--- config.mk ---
export PLATFORM = sky130hd
export DESIGN_NAME = axi_prewrapper_seq_ctrl_flat
export DESIGN_NICKNAME = d
export VERILOG_FILES = /design/src/rtl/axi_prewrapper_seq_ctrl_if.sv /design/src/rtl/axi_prewrapper_seq_ctrl.sv /design/src/flat_wrapper.sv
export SDC_FILE = /design/constraint.sdc
export NUM_CORES = 1
export LEC_CHECK = 0
export CAP_MARGIN = 20
export CORE_AREA = 3 3 102 104
export DETAILED_ROUTE_END_ITERATION = 6
export DIE_AREA = 0 0 105 107
export PLACE_DENSITY = 0.95
export SLEW_MARGIN = 10
export SYNTH_ARGS = -nofsm -noshare
export SYNTH_HDL_FRONTEND = slang
export SYNTH_SLANG_ARGS = --single-unit
--- constraint.sdc ---
create_clock -name clk -period 6.45 [get_ports clk]
set_clock_uncertainty 0.15 [all_clocks]
set_input_delay 0.9675 -clock clk [delete_from_list [all_inputs] [get_ports clk]]
set_output_delay 0.9675 -clock clk [all_outputs]
set_load 0.02 [all_outputs]
--- src/rtl/axi_prewrapper_seq_ctrl_if.sv ---
// Handshake/bus bundle between the pre-wrapper sequencer, the AXI register
// file, the DUT/DFT handshake ports and the vector address counters.
`default_nettype none

interface axi_prewrapper_seq_ctrl_if #(
  parameter int P_CH = 4
);
  logic [31:0]     ctrl_opcode;
  logic [31:0]     ctrl_config;
  logic [31:0]     ctrl_status;
  logic            dut_val_op;
  logic            dut_op_ack;
  logic            dut_op_commit;
  logic            dut_commit_ack;
  logic            dut_sen;
  logic [P_CH-1:0] dft_val_op;
  logic [P_CH-1:0] dft_op_ack;
  logic [P_CH-1:0] dft_op_commit;
  logic [P_CH-1:0] dft_commit_ack;
  logic [31:0]     in_rdaddr;
  logic            in_rden;
  logic [31:0]     out_wraddr;
  logic            out_wren;
  logic            out_capture;

  modport master (
    input  ctrl_opcode, ctrl_config, dut_op_ack, dut_op_commit,
           dft_op_ack, dft_op_commit,
    output ctrl_status, dut_val_op, dut_commit_ack, dut_sen,
           dft_val_op, dft_commit_ack, in_rdaddr, in_rden,
           out_wraddr, out_wren, out_capture
  );

  modport slave (
    output ctrl_opcode, ctrl_config, dut_op_ack, dut_op_commit,
           dft_op_ack, dft_op_commit,
    input  ctrl_status, dut_val_op, dut_commit_ack, dut_sen,
           dft_val_op, dft_commit_ack, in_rdaddr, in_rden,
           out_wraddr, out_wren, out_capture
  );
endinterface

`default_nettype wire

--- src/rtl/axi_prewrapper_seq_ctrl.sv ---
// Sequencer for the AXI pre-wrapper: input load, functional run, output
// unload and masked multi-chain scan rounds, with watchdog and abort.
`default_nettype none

module axi_prewrapper_seq_ctrl #(
  parameter int P_CH        = 4,
  parameter int P_IN_WORDS  = 8,
  parameter int P_OUT_WORDS = 8,
  parameter int P_TIMEOUT   = 1024
) (
  input  logic                        clk,
  input  logic                        reset,
  axi_prewrapper_seq_ctrl_if.master   bus
);

  typedef enum logic [3:0] {
    S_IDLE      = 4'd0,
    S_LOAD      = 4'd1,
    S_DUT_REQ   = 4'd2,
    S_READY     = 4'd3,
    S_RUN_WAIT  = 4'd4,
    S_RUN_DONE  = 4'd5,
    S_UNLOAD    = 4'd6,
    S_SCAN_REQ  = 4'd7,
    S_SCAN_WAIT = 4'd8,
    S_SCAN_DONE = 4'd9,
    S_TICK      = 4'd10,
    S_ERROR     = 4'd11
  } state_t;

  localparam logic [31:0] OP_INPUT = 32'd1;
  localparam logic [31:0] OP_RUN   = 32'd2;
  localparam logic [31:0] OP_ENDR  = 32'd3;
  localparam logic [31:0] OP_TEST  = 32'd4;
  localparam logic [31:0] OP_NEXT  = 32'd5;
  localparam logic [31:0] OP_ENDT  = 32'd6;
  localparam logic [31:0] OP_ABORT = 32'd7;

  localparam logic [31:0] IN_LAST  = 32'(P_IN_WORDS - 1);
  localparam logic [31:0] OUT_LAST = 32'(P_OUT_WORDS - 1);
  localparam logic [31:0] WD_LAST  = 32'(P_TIMEOUT - 1);

  localparam logic [1:0] ERR_TIMEOUT = 2'd1;
  localparam logic [1:0] ERR_MASK    = 2'd2;

  state_t          state_q, state_d;
  logic [31:0]     cnt_q;        // cycles in current state; doubles as word address
  logic [P_CH-1:0] mask_q;
  logic [7:0]      tick_last_q;
  logic [7:0]      round_q;
  logic [1:0]      err_code_q, err_code_d;

  logic [P_CH-1:0] mask_cfg;
  logic            wd_hit;
  logic            all_ack;
  logic            all_commit;
  logic            state_change;
  logic            unused_cfg;

  assign mask_cfg     = bus.ctrl_config[8 +: P_CH];
  assign wd_hit       = (cnt_q == WD_LAST);
  assign all_ack      = ((bus.dft_op_ack    & mask_q) == mask_q);
  assign all_commit   = ((bus.dft_op_commit & mask_q) == mask_q);
  assign state_change = (state_d != state_q);
  assign unused_cfg   = ^bus.ctrl_config[31:24];

  // NOTE: every variable in this block gets a default first, so no path can infer a latch.
  always_comb begin
    state_d    = state_q;
    err_code_d = 2'd0;
    unique case (state_q)
      S_IDLE:      if (bus.ctrl_opcode == OP_INPUT) state_d = S_LOAD;
      S_LOAD:      if (cnt_q == IN_LAST) state_d = S_DUT_REQ;
      S_DUT_REQ: begin
        if (bus.dut_op_ack)  state_d = S_READY;
        else if (wd_hit) begin state_d = S_ERROR; err_code_d = ERR_TIMEOUT; end
      end
      S_READY: begin
        if (bus.ctrl_opcode == OP_RUN) state_d = S_RUN_WAIT;
        else if (bus.ctrl_opcode == OP_TEST) begin
          // An empty chain mask is rejected before any scan request is issued.
          if (mask_cfg == '0) begin state_d = S_ERROR; err_code_d = ERR_MASK; end
          else                state_d = S_SCAN_REQ;
        end
      end
      S_RUN_WAIT: begin
        if (bus.dut_op_commit) state_d = S_RUN_DONE;
        else if (wd_hit) begin state_d = S_ERROR; err_code_d = ERR_TIMEOUT; end
      end
      S_RUN_DONE:  if (bus.ctrl_opcode == OP_ENDR) state_d = S_UNLOAD;
      S_UNLOAD:    if (cnt_q == OUT_LAST) state_d = S_IDLE;
      S_SCAN_REQ: begin
        if (all_ack) state_d = S_SCAN_WAIT;
        else if (wd_hit) begin state_d = S_ERROR; err_code_d = ERR_TIMEOUT; end
      end
      S_SCAN_WAIT: begin
        if (all_commit) state_d = S_SCAN_DONE;
        else if (wd_hit) begin state_d = S_ERROR; err_code_d = ERR_TIMEOUT; end
      end
      S_SCAN_DONE: begin
        if (bus.ctrl_opcode == OP_ENDT)      state_d = S_IDLE;
        else if (bus.ctrl_opcode == OP_NEXT) state_d = S_TICK;
      end
      S_TICK: begin
        if (cnt_q == {24'd0, tick_last_q}) begin
          if (mask_cfg == '0) begin state_d = S_ERROR; err_code_d = ERR_MASK; end
          else                state_d = S_SCAN_REQ;
        end
      end
      S_ERROR:     state_d = S_ERROR;
      default:     state_d = S_IDLE;
    endcase

    // Abort overrides everything, including a watchdog expiry on the same cycle.
    if (bus.ctrl_opcode == OP_ABORT && state_q != S_IDLE) begin
      state_d    = S_IDLE;
      err_code_d = 2'd0;
    end
  end

  // NOTE: state registers use non-blocking assignments so every flop samples pre-edge values.
  always_ff @(posedge clk) begin
    if (reset) begin
      state_q     <= S_IDLE;
      cnt_q       <= '0;
      mask_q      <= '0;
      tick_last_q <= '0;
      round_q     <= '0;
      err_code_q  <= '0;
    end else begin
      state_q <= state_d;

      if (state_change)       cnt_q <= '0;
      else if (cnt_q != '1)   cnt_q <= cnt_q + 32'd1;

      if (state_change && state_d == S_SCAN_REQ) mask_q <= mask_cfg;

      if (state_change && state_d == S_TICK)
        tick_last_q <= (bus.ctrl_config[7:0] == 8'd0) ? 8'd0 : bus.ctrl_config[7:0] - 8'd1;

      if (state_change && state_d == S_LOAD)
        round_q <= '0;
      else if (state_q == S_SCAN_WAIT && state_d == S_SCAN_DONE)
        round_q <= round_q + 8'd1;

      if (state_change && state_d == S_ERROR)      err_code_q <= err_code_d;
      else if (state_change && state_q == S_ERROR) err_code_q <= '0;
    end
  end

  always_comb begin
    bus.dut_val_op     = 1'b0;
    bus.dut_commit_ack = 1'b0;
    bus.dut_sen        = 1'b0;
    bus.dft_val_op     = '0;
    bus.dft_commit_ack = '0;
    bus.in_rdaddr      = '0;
    bus.in_rden        = 1'b0;
    bus.out_wraddr     = '0;
    bus.out_wren       = 1'b0;
    bus.out_capture    = 1'b0;
    unique case (state_q)
      S_LOAD:      begin bus.in_rden = 1'b1; bus.in_rdaddr = cnt_q; end
      S_DUT_REQ:   bus.dut_val_op = 1'b1;
      S_READY:     bus.dut_sen = 1'b1;
      S_RUN_DONE:  bus.out_capture = 1'b1;
      S_UNLOAD: begin
        bus.dut_commit_ack = 1'b1;
        bus.out_wren       = 1'b1;
        bus.out_wraddr     = cnt_q;
      end
      S_SCAN_REQ:  begin bus.dut_sen = 1'b1; bus.dft_val_op = mask_q; end
      S_SCAN_WAIT: bus.dut_sen = 1'b1;
      S_SCAN_DONE: begin
        bus.dut_sen        = 1'b1;
        bus.dft_commit_ack = mask_q;
        bus.dut_commit_ack = (bus.ctrl_opcode == OP_ENDT);
      end
      default: ;
    endcase
  end

  always_comb begin
    bus.ctrl_status       = '0;
    bus.ctrl_status[3:0]  = state_q;
    bus.ctrl_status[4]    = (state_q == S_ERROR);
    bus.ctrl_status[6:5]  = err_code_q;
    bus.ctrl_status[14:7] = round_q;
    bus.ctrl_status[15]   = !(state_q inside {S_IDLE, S_READY, S_RUN_DONE, S_SCAN_DONE, S_ERROR});
  end

endmodule

`default_nettype wire

--- src/flat_wrapper.sv ---
// flat-port wrapper written by rule: the top's interface ports become plain ports
module axi_prewrapper_seq_ctrl_flat 
#(
  parameter int P_CH        = 4,
  parameter int P_IN_WORDS  = 8,
  parameter int P_OUT_WORDS = 8,
  parameter int P_TIMEOUT   = 1024
)
  (clk, reset, bus_ctrl_opcode, bus_ctrl_config, bus_dut_op_ack, bus_dut_op_commit, bus_dft_op_ack, bus_dft_op_commit, bus_ctrl_status, bus_dut_val_op, bus_dut_commit_ack, bus_dut_sen, bus_dft_val_op, bus_dft_commit_ack, bus_in_rdaddr, bus_in_rden, bus_out_wraddr, bus_out_wren, bus_out_capture);
  axi_prewrapper_seq_ctrl_if #(.P_CH(P_CH)) bus_i ();
  input  logic clk;
  input  logic reset;
  input wire logic [$bits(bus_i.ctrl_opcode)-1:0] bus_ctrl_opcode;
  input wire logic [$bits(bus_i.ctrl_config)-1:0] bus_ctrl_config;
  input wire logic [$bits(bus_i.dut_op_ack)-1:0] bus_dut_op_ack;
  input wire logic [$bits(bus_i.dut_op_commit)-1:0] bus_dut_op_commit;
  input wire logic [$bits(bus_i.dft_op_ack)-1:0] bus_dft_op_ack;
  input wire logic [$bits(bus_i.dft_op_commit)-1:0] bus_dft_op_commit;
  output wire logic [$bits(bus_i.ctrl_status)-1:0] bus_ctrl_status;
  output wire logic [$bits(bus_i.dut_val_op)-1:0] bus_dut_val_op;
  output wire logic [$bits(bus_i.dut_commit_ack)-1:0] bus_dut_commit_ack;
  output wire logic [$bits(bus_i.dut_sen)-1:0] bus_dut_sen;
  output wire logic [$bits(bus_i.dft_val_op)-1:0] bus_dft_val_op;
  output wire logic [$bits(bus_i.dft_commit_ack)-1:0] bus_dft_commit_ack;
  output wire logic [$bits(bus_i.in_rdaddr)-1:0] bus_in_rdaddr;
  output wire logic [$bits(bus_i.in_rden)-1:0] bus_in_rden;
  output wire logic [$bits(bus_i.out_wraddr)-1:0] bus_out_wraddr;
  output wire logic [$bits(bus_i.out_wren)-1:0] bus_out_wren;
  output wire logic [$bits(bus_i.out_capture)-1:0] bus_out_capture;
  assign bus_i.ctrl_opcode = bus_ctrl_opcode;
  assign bus_i.ctrl_config = bus_ctrl_config;
  assign bus_i.dut_op_ack = bus_dut_op_ack;
  assign bus_i.dut_op_commit = bus_dut_op_commit;
  assign bus_i.dft_op_ack = bus_dft_op_ack;
  assign bus_i.dft_op_commit = bus_dft_op_commit;
  assign bus_ctrl_status = bus_i.ctrl_status;
  assign bus_dut_val_op = bus_i.dut_val_op;
  assign bus_dut_commit_ack = bus_i.dut_commit_ack;
  assign bus_dut_sen = bus_i.dut_sen;
  assign bus_dft_val_op = bus_i.dft_val_op;
  assign bus_dft_commit_ack = bus_i.dft_commit_ack;
  assign bus_in_rdaddr = bus_i.in_rdaddr;
  assign bus_in_rden = bus_i.in_rden;
  assign bus_out_wraddr = bus_i.out_wraddr;
  assign bus_out_wren = bus_i.out_wren;
  assign bus_out_capture = bus_i.out_capture;
  axi_prewrapper_seq_ctrl #(.P_CH(P_CH), .P_IN_WORDS(P_IN_WORDS), .P_OUT_WORDS(P_OUT_WORDS), .P_TIMEOUT(P_TIMEOUT)) u_core (.clk(clk), .reset(reset), .bus(bus_i));
endmodule
== Word-level counts from Yosys, hierarchy flattened ==
Cells that the tools add are included.
W data, S select, Z words.

* Register bits: 58
* Bits of input ports: 76
* Output and inout bits: 110

* Add/subtract/negate cells: 3
* Equality and inequality tests: 30
* Multiplexer cells: 41
* Bitwise gates (word level): 2
* Reduce and logical (&&, ||, !) cells: 17

{| class="wikitable"
|+ Operator list
! kind !! count
|-
| $eq A32 B3 Y1 const B || 5
|-
| $mux W4 || 18
|-
| $eq A32 B2 Y1 const B || 2
|-
| $mux W32 || 2
|-
| $pmux W4 S12 || 1
|-
| $add A32 B1 Y32 const B || 1
|-
| $eq A32 B1 Y1 const B || 1
|-
| $eq A32 B10 Y1 const B || 1
|-
| $eq A32 B8 Y1 || 1
|-
| $ne A32 B32 Y1 const B || 1
|-
| $eq A4 B4 Y1 const B || 7
|-
| $mux W2 || 11
|-
| $eq A4 B3 Y1 const B || 5
|-
| $pmux W2 S6 || 1
|-
| $add A8 B1 Y8 const B || 1
|-
| $and A4 B4 Y4 || 2
|-
| $eq A4 B1 Y1 const B || 2
|-
| $eq A4 B2 Y1 const B || 2
|-
| $eq A4 B4 Y1 || 2
|-
| $logic_not A4 Y1 || 2
|-
| $logic_not A8 Y1 || 1
|-
| $mux W8 || 1
|-
| $sub A8 B1 Y8 const B || 1
|-
| $logic_and A1 B1 Y1 || 7
|-
| other kinds (9) || 15
|}

== Depth between registers and ports, before layout ==
* Word-level depth: 10
* Gate-level depth with buffers: 12

== Worst setup path before layout ==
Ideal clock, no wire load.

* Path type: input-to-reg
* Start point: input port bus_ctrl_opcode[26]
* End point: register u_core.cnt_q[13]
* Setup time: 0.064 ns
* Arrival: 3.263 ns
* Slack: 2.973 ns
* Stages: 10
* Buffers on the path: 1
* Cell sequence: nor4_1 nand4_1 or2_1 nor3_2 o221ai_1 a2111oi_4 mux2i_1 nand3b_4 buf_6 nor2_1

* Longest elaborated chain between the ends: 7
* Elaborated cells between the ends (all ways): 18

{| class="wikitable"
|+ Ends and longest elaborated chain
! element !! line !! RTL
|-
| from (decl) || flat_wrapper.sv:13 || <nowiki>input wire logic [$bits(bus_i.ctrl_opcode)-1:0] bus_ctrl_opcode;</nowiki>
|-
| $eq A32 B3 Y1 (on tied branches) || axi_prewrapper_seq_ctrl.sv:102, axi_prewrapper_seq_ctrl.sv:80 ||
|-
| $mux W4 (on tied branches) || axi_prewrapper_seq_ctrl.sv:102, axi_prewrapper_seq_ctrl.sv:80 ||
|-
| $mux W4 (on tied branches) || axi_prewrapper_seq_ctrl.sv:101, axi_prewrapper_seq_ctrl.sv:79 ||
|-
| $pmux W4 S12 || axi_prewrapper_seq_ctrl.sv:71 || <nowiki>unique case (state_q)</nowiki>
|-
| $mux W4 (*) || axi_prewrapper_seq_ctrl.sv:115 || <nowiki>if (bus.ctrl_opcode == OP_ABORT && state_q != S_IDLE) begin</nowiki>
|-
| $ne A4 B4 Y1 (*) || axi_prewrapper_seq_ctrl.sv:64 || <nowiki>assign state_change = (state_d != state_q);</nowiki>
|-
| $reduce_or A2 Y1 (no line) (*) || -- ||
|-
| to (signal assigned) || axi_prewrapper_seq_ctrl.sv:134 || <nowiki>else if (cnt_q != '1) cnt_q <= cnt_q + 32'd1;</nowiki>
|-
| to (decl) || axi_prewrapper_seq_ctrl.sv:47 || <nowiki>logic [31:0] cnt_q;</nowiki>
|}

Mark *: on every way between the ends. The rest lies on a longest branch, timed or not.
A chain may end at the register's enable or synchronous reset.

== Worst setup path in the final report ==
* Start point: register u_core.state_q[2]
* End point: output port bus_out_wraddr[26]

* Longest elaborated chain between the ends: 2

{| class="wikitable"
|+ Ends and longest elaborated chain
! element !! line !! RTL
|-
| from (decl) || axi_prewrapper_seq_ctrl.sv:46 || <nowiki>state_t state_q, state_d;</nowiki>
|-
| from (signal assigned) || axi_prewrapper_seq_ctrl.sv:131 || <nowiki>state_q <= state_d;</nowiki>
|-
| $eq A4 B3 Y1 || axi_prewrapper_seq_ctrl.sv:162 || <nowiki>unique case (state_q)</nowiki>
|-
| $mux W32 || axi_prewrapper_seq_ctrl.sv:162 ||
|-
| to (decl) || flat_wrapper.sv:27 || <nowiki>output wire logic [$bits(bus_i.out_wraddr)-1:0] bus_out_wraddr;</nowiki>
|}

No other way between the ends.

==> run_results.csv <==
group,metric,value,unit
logic_synthesis,synthArstFlopShare,0,
sta,worst_pin_slew,812,ps
worst_setup_path,crit_buf_inv,2,
clock_network,ctsResizeCount,0,
clock_network,post_cts_buffers,0,
logic_synthesis,ys.flop_type,"dfxtp_1",
worst_setup_path,worst-path-max-fanout,24,
clock_network,hold_buffers,0,
clock_network,cts_buffers,9,
logic_synthesis,ys_ff_latch,58,
finish,n_antenna_cell,0,
sta,relSlewSlack,0.458,
power,peakVddDrop,0.000113,V
floorplan,rows,36,
sta,rsz0062_at_grt,"false",
power,leakage,2.17,nW
sta,slew_violations,0,
routing,drcViolationCount,0,
worst_setup_path,crit_required,5330,ps
floorplan,core_area,9640,sq um
logic_synthesis,synthCells,584,
finish,n_fill_cell,860,
clock_network,clock_tree.root_cell,"clkbuf_8",
worst_setup_path,cpLargestDelayFamily,"simple AND/OR/NAND/NOR gates",
sta,fin_crit_sh,0.707,
logic_synthesis,syn_avg_cell_area,7.63,sq um
finish,final_cell_area,6130,sq um
floorplan,die_y,107,um
finish,layout-drive-gt1-share,0.0657,
worst_setup_path,start_kind,"flip-flop",
floorplan,die_x,105,um
sta,fmax,219,MHz
routing,first_iter_violations,358,
clock_network,insertion_delay,350,ps
place,place_inst,832,
grt,grt_pass1_wl,21.3,mm
grt,grt_usage,0.227,
floorplan,ios,186,
flow_run,maxCapViolations,0,
finish,nNetsFinal,789,
worst_hold_path,hold_class,"reg -> reg",
status,status,"finished clean",
sta,setup_viol,0,
finish,synthToLayoutAreaGrowth,37.5,%
finish,final_cells,848,
grt,grt-ovfl-total,0,
logic_synthesis,synthDistinctLibCells,69,
place,placed_area,5900,sq um
worst_setup_path,cp_slowest_stage_delay,850,ps
place,pre_cts_slack,2010,ps
place,port_buffers,149,
routing,wl_per_cell,15.5,um
place,gp_congestion,0.916,
routing,firstDrtPassIters,5,
worst_setup_path,critPathKind,"reg -> out",
logic_synthesis,synth_area,4460,sq um
clock_network,cts_tree,"done",
grt,grt_max_degree,33,
logic_synthesis,synth_warnings,0,
finish,finish.utilization,0.636,
clock_network,cts.sinks,58,
sta,setup_ws,1890,ps
grt,antenna_found_initial,0,
clock_network,clk_path_buf_depth,2,
clock_network,clkTransAtPathRegs,60,ps
sta,fin_setup_tns,0,ps
power,power_density,134,nW/um^2
place,dp_hpwl,10.3,mm
worst_setup_path,crit_slowest_cell,"dfxtp_1",
grt,grt_pass1_vias,4430,
logic_synthesis,synth_edf_count,0,
logic_synthesis,synth_seq_area_share,0.260,
floorplan,dieArea,11200,sq um
worst_setup_path,cp-end-kind,"primary output",
routing,wl,13.1,mm
routing,vias_per_cell,5.45,
worst_setup_path,worstPathCellList,"nand2b_1 -> nor2_1 -> buf_4 -> and2_1 -> clkdlybuf4s50_1",
clock_network,htreeDepth,3,
routing,ant_nets,0,
worst_setup_path,cp.arrival,3440,ps
sta,hold_violations,0,
floorplan,start_util,0.462,
routing,vias,4622,
sta,fin_crit,4560,ps
path summary, 6_finish.rpt:
check        depth (start not counted)                              start                                end  slack [ps]
min reg2reg                          2  u_core.err_code_q[0]$_SDFFE_PP0P_  u_core.err_code_q[0]$_SDFFE_PP0P_         340
max reg2reg                          9       u_core.state_q[3]$_SDFF_PP0_       u_core.cnt_q[0]$_SDFFE_PP0P_        2450
min                                  2  u_core.err_code_q[0]$_SDFFE_PP0P_  u_core.err_code_q[0]$_SDFFE_PP0P_         340
max                                  5       u_core.state_q[2]$_SDFF_PP0_                 bus_out_wraddr[26]        1890
power breakdown:
| group | switching, mW | internal, mW |
|---|---|---|
| Combinational | 0.0349 | 0.0415 |
| Sequential | 0.00336 | 0.360 |
| Clock | 0.156 | 0.228 |
logic make-up after synthesis:
group           after synthesis  share of synthesized area
compound gates               57                     0.0968
fa+ha+maj                     3                    0.00842
buf+inv                      66                     0.0803
other cells                   1                   0.000841
mux                          15                     0.0337
xor+xnor                     46                     0.0904
flops                        58                      0.260
simple gates                338                      0.429
cell usage after synthesis (7+ instances only):
| library cell | n | area (sq um) |
|---|---|---|
| nand3_1 | 20 | 100 |
| a21oi_1 | 9 | 45.0 |
| mux2i_1 | 15 | 150 |
| and2_1 | 70 | 438 |
| dfxtp_1 | 58 | 1160 |
| nand2_1 | 20 | 75.1 |
| nor4_1 | 28 | 175 |
| clkbuf_1 | 19 | 71.3 |
| nand4_1 | 16 | 100 |
| and3_1 | 10 | 62.6 |
| buf_2 | 10 | 50.1 |
| nor3_1 | 23 | 115 |
| o21ai_0 | 7 | 35.0 |
| nor2b_1 | 7 | 43.8 |
| xnor2_1 | 26 | 228 |
| inv_1 | 13 | 48.8 |
| buf_4 | 18 | 135 |
| nand2b_1 | 28 | 175 |
| nor2_1 | 83 | 312 |
| xor2_1 | 20 | 175 |
metal layers:
metal,vias to the layer above,global-route usage,part of all wire
li1,2255,-,-
met3,34,0.0458,0.065
met1,2148,0.273,0.41
met4,0,0.0872,0.025
met5,-,0,0
met2,185,0.400,0.50
registers in the layout (all words and copies together), names as in the netlist:
| register | count |
|---|---|
| u_core.round_q | 8 |
| u_core.state_q | 4 |
| u_core.tick_last_q | 8 |
| u_core.err_code_q | 2 |
| u_core.mask_q | 4 |
| u_core.cnt_q | 32 |
layout make-up:
type	instances	area, sq um	area share
clock inverters	6	88.8	0.0145
well taps	133	166	0.0271
inverters	13	48.8	0.00796
repair buffers	153	1520	0.248
flip-flops and latches	58	1160	0.189
clock buffers	10	138	0.0224
multi-input cells	475	3010	0.490
worst min-delay path, delay by kind of cell, from the launching register on:
family,cells,cell delay [ps]
AO/OA/AOI/OAI,1,60
flip-flops,1,310
AND/OR/NAND/NOR,1,60
cells in the final DEF, fill, tap and decap left out, types with 10 or more instances in the layout:
master           Yosys  routed
mux2i_1             15      15
and2_1              70      70
nand4_1             16      16
clkbuf_8             0      10
clkdlybuf4s50_1      0     149
nor3_1              23      22
dfxtp_1             58      58
xor2_1              20      20
conb_1               1      16
nand2_1             20      20
xnor2_1             26      26
nor2_1              83      83
nand2b_1            28      28
and3_1              10      10
inv_1               13      13
nand3_1             20      20
nor4_1              28      27
through the flow:
stage          hold WS [ps]  total power [mW]
6_report                338             0.824
5_1_grt                 366             0.849
4_1_cts                 343             0.826
3_5_place_dp            326             0.447
3_3_place_gp            320             0.444
2_1_floorplan           313             0.413
(Power assumes the default switching activity.)
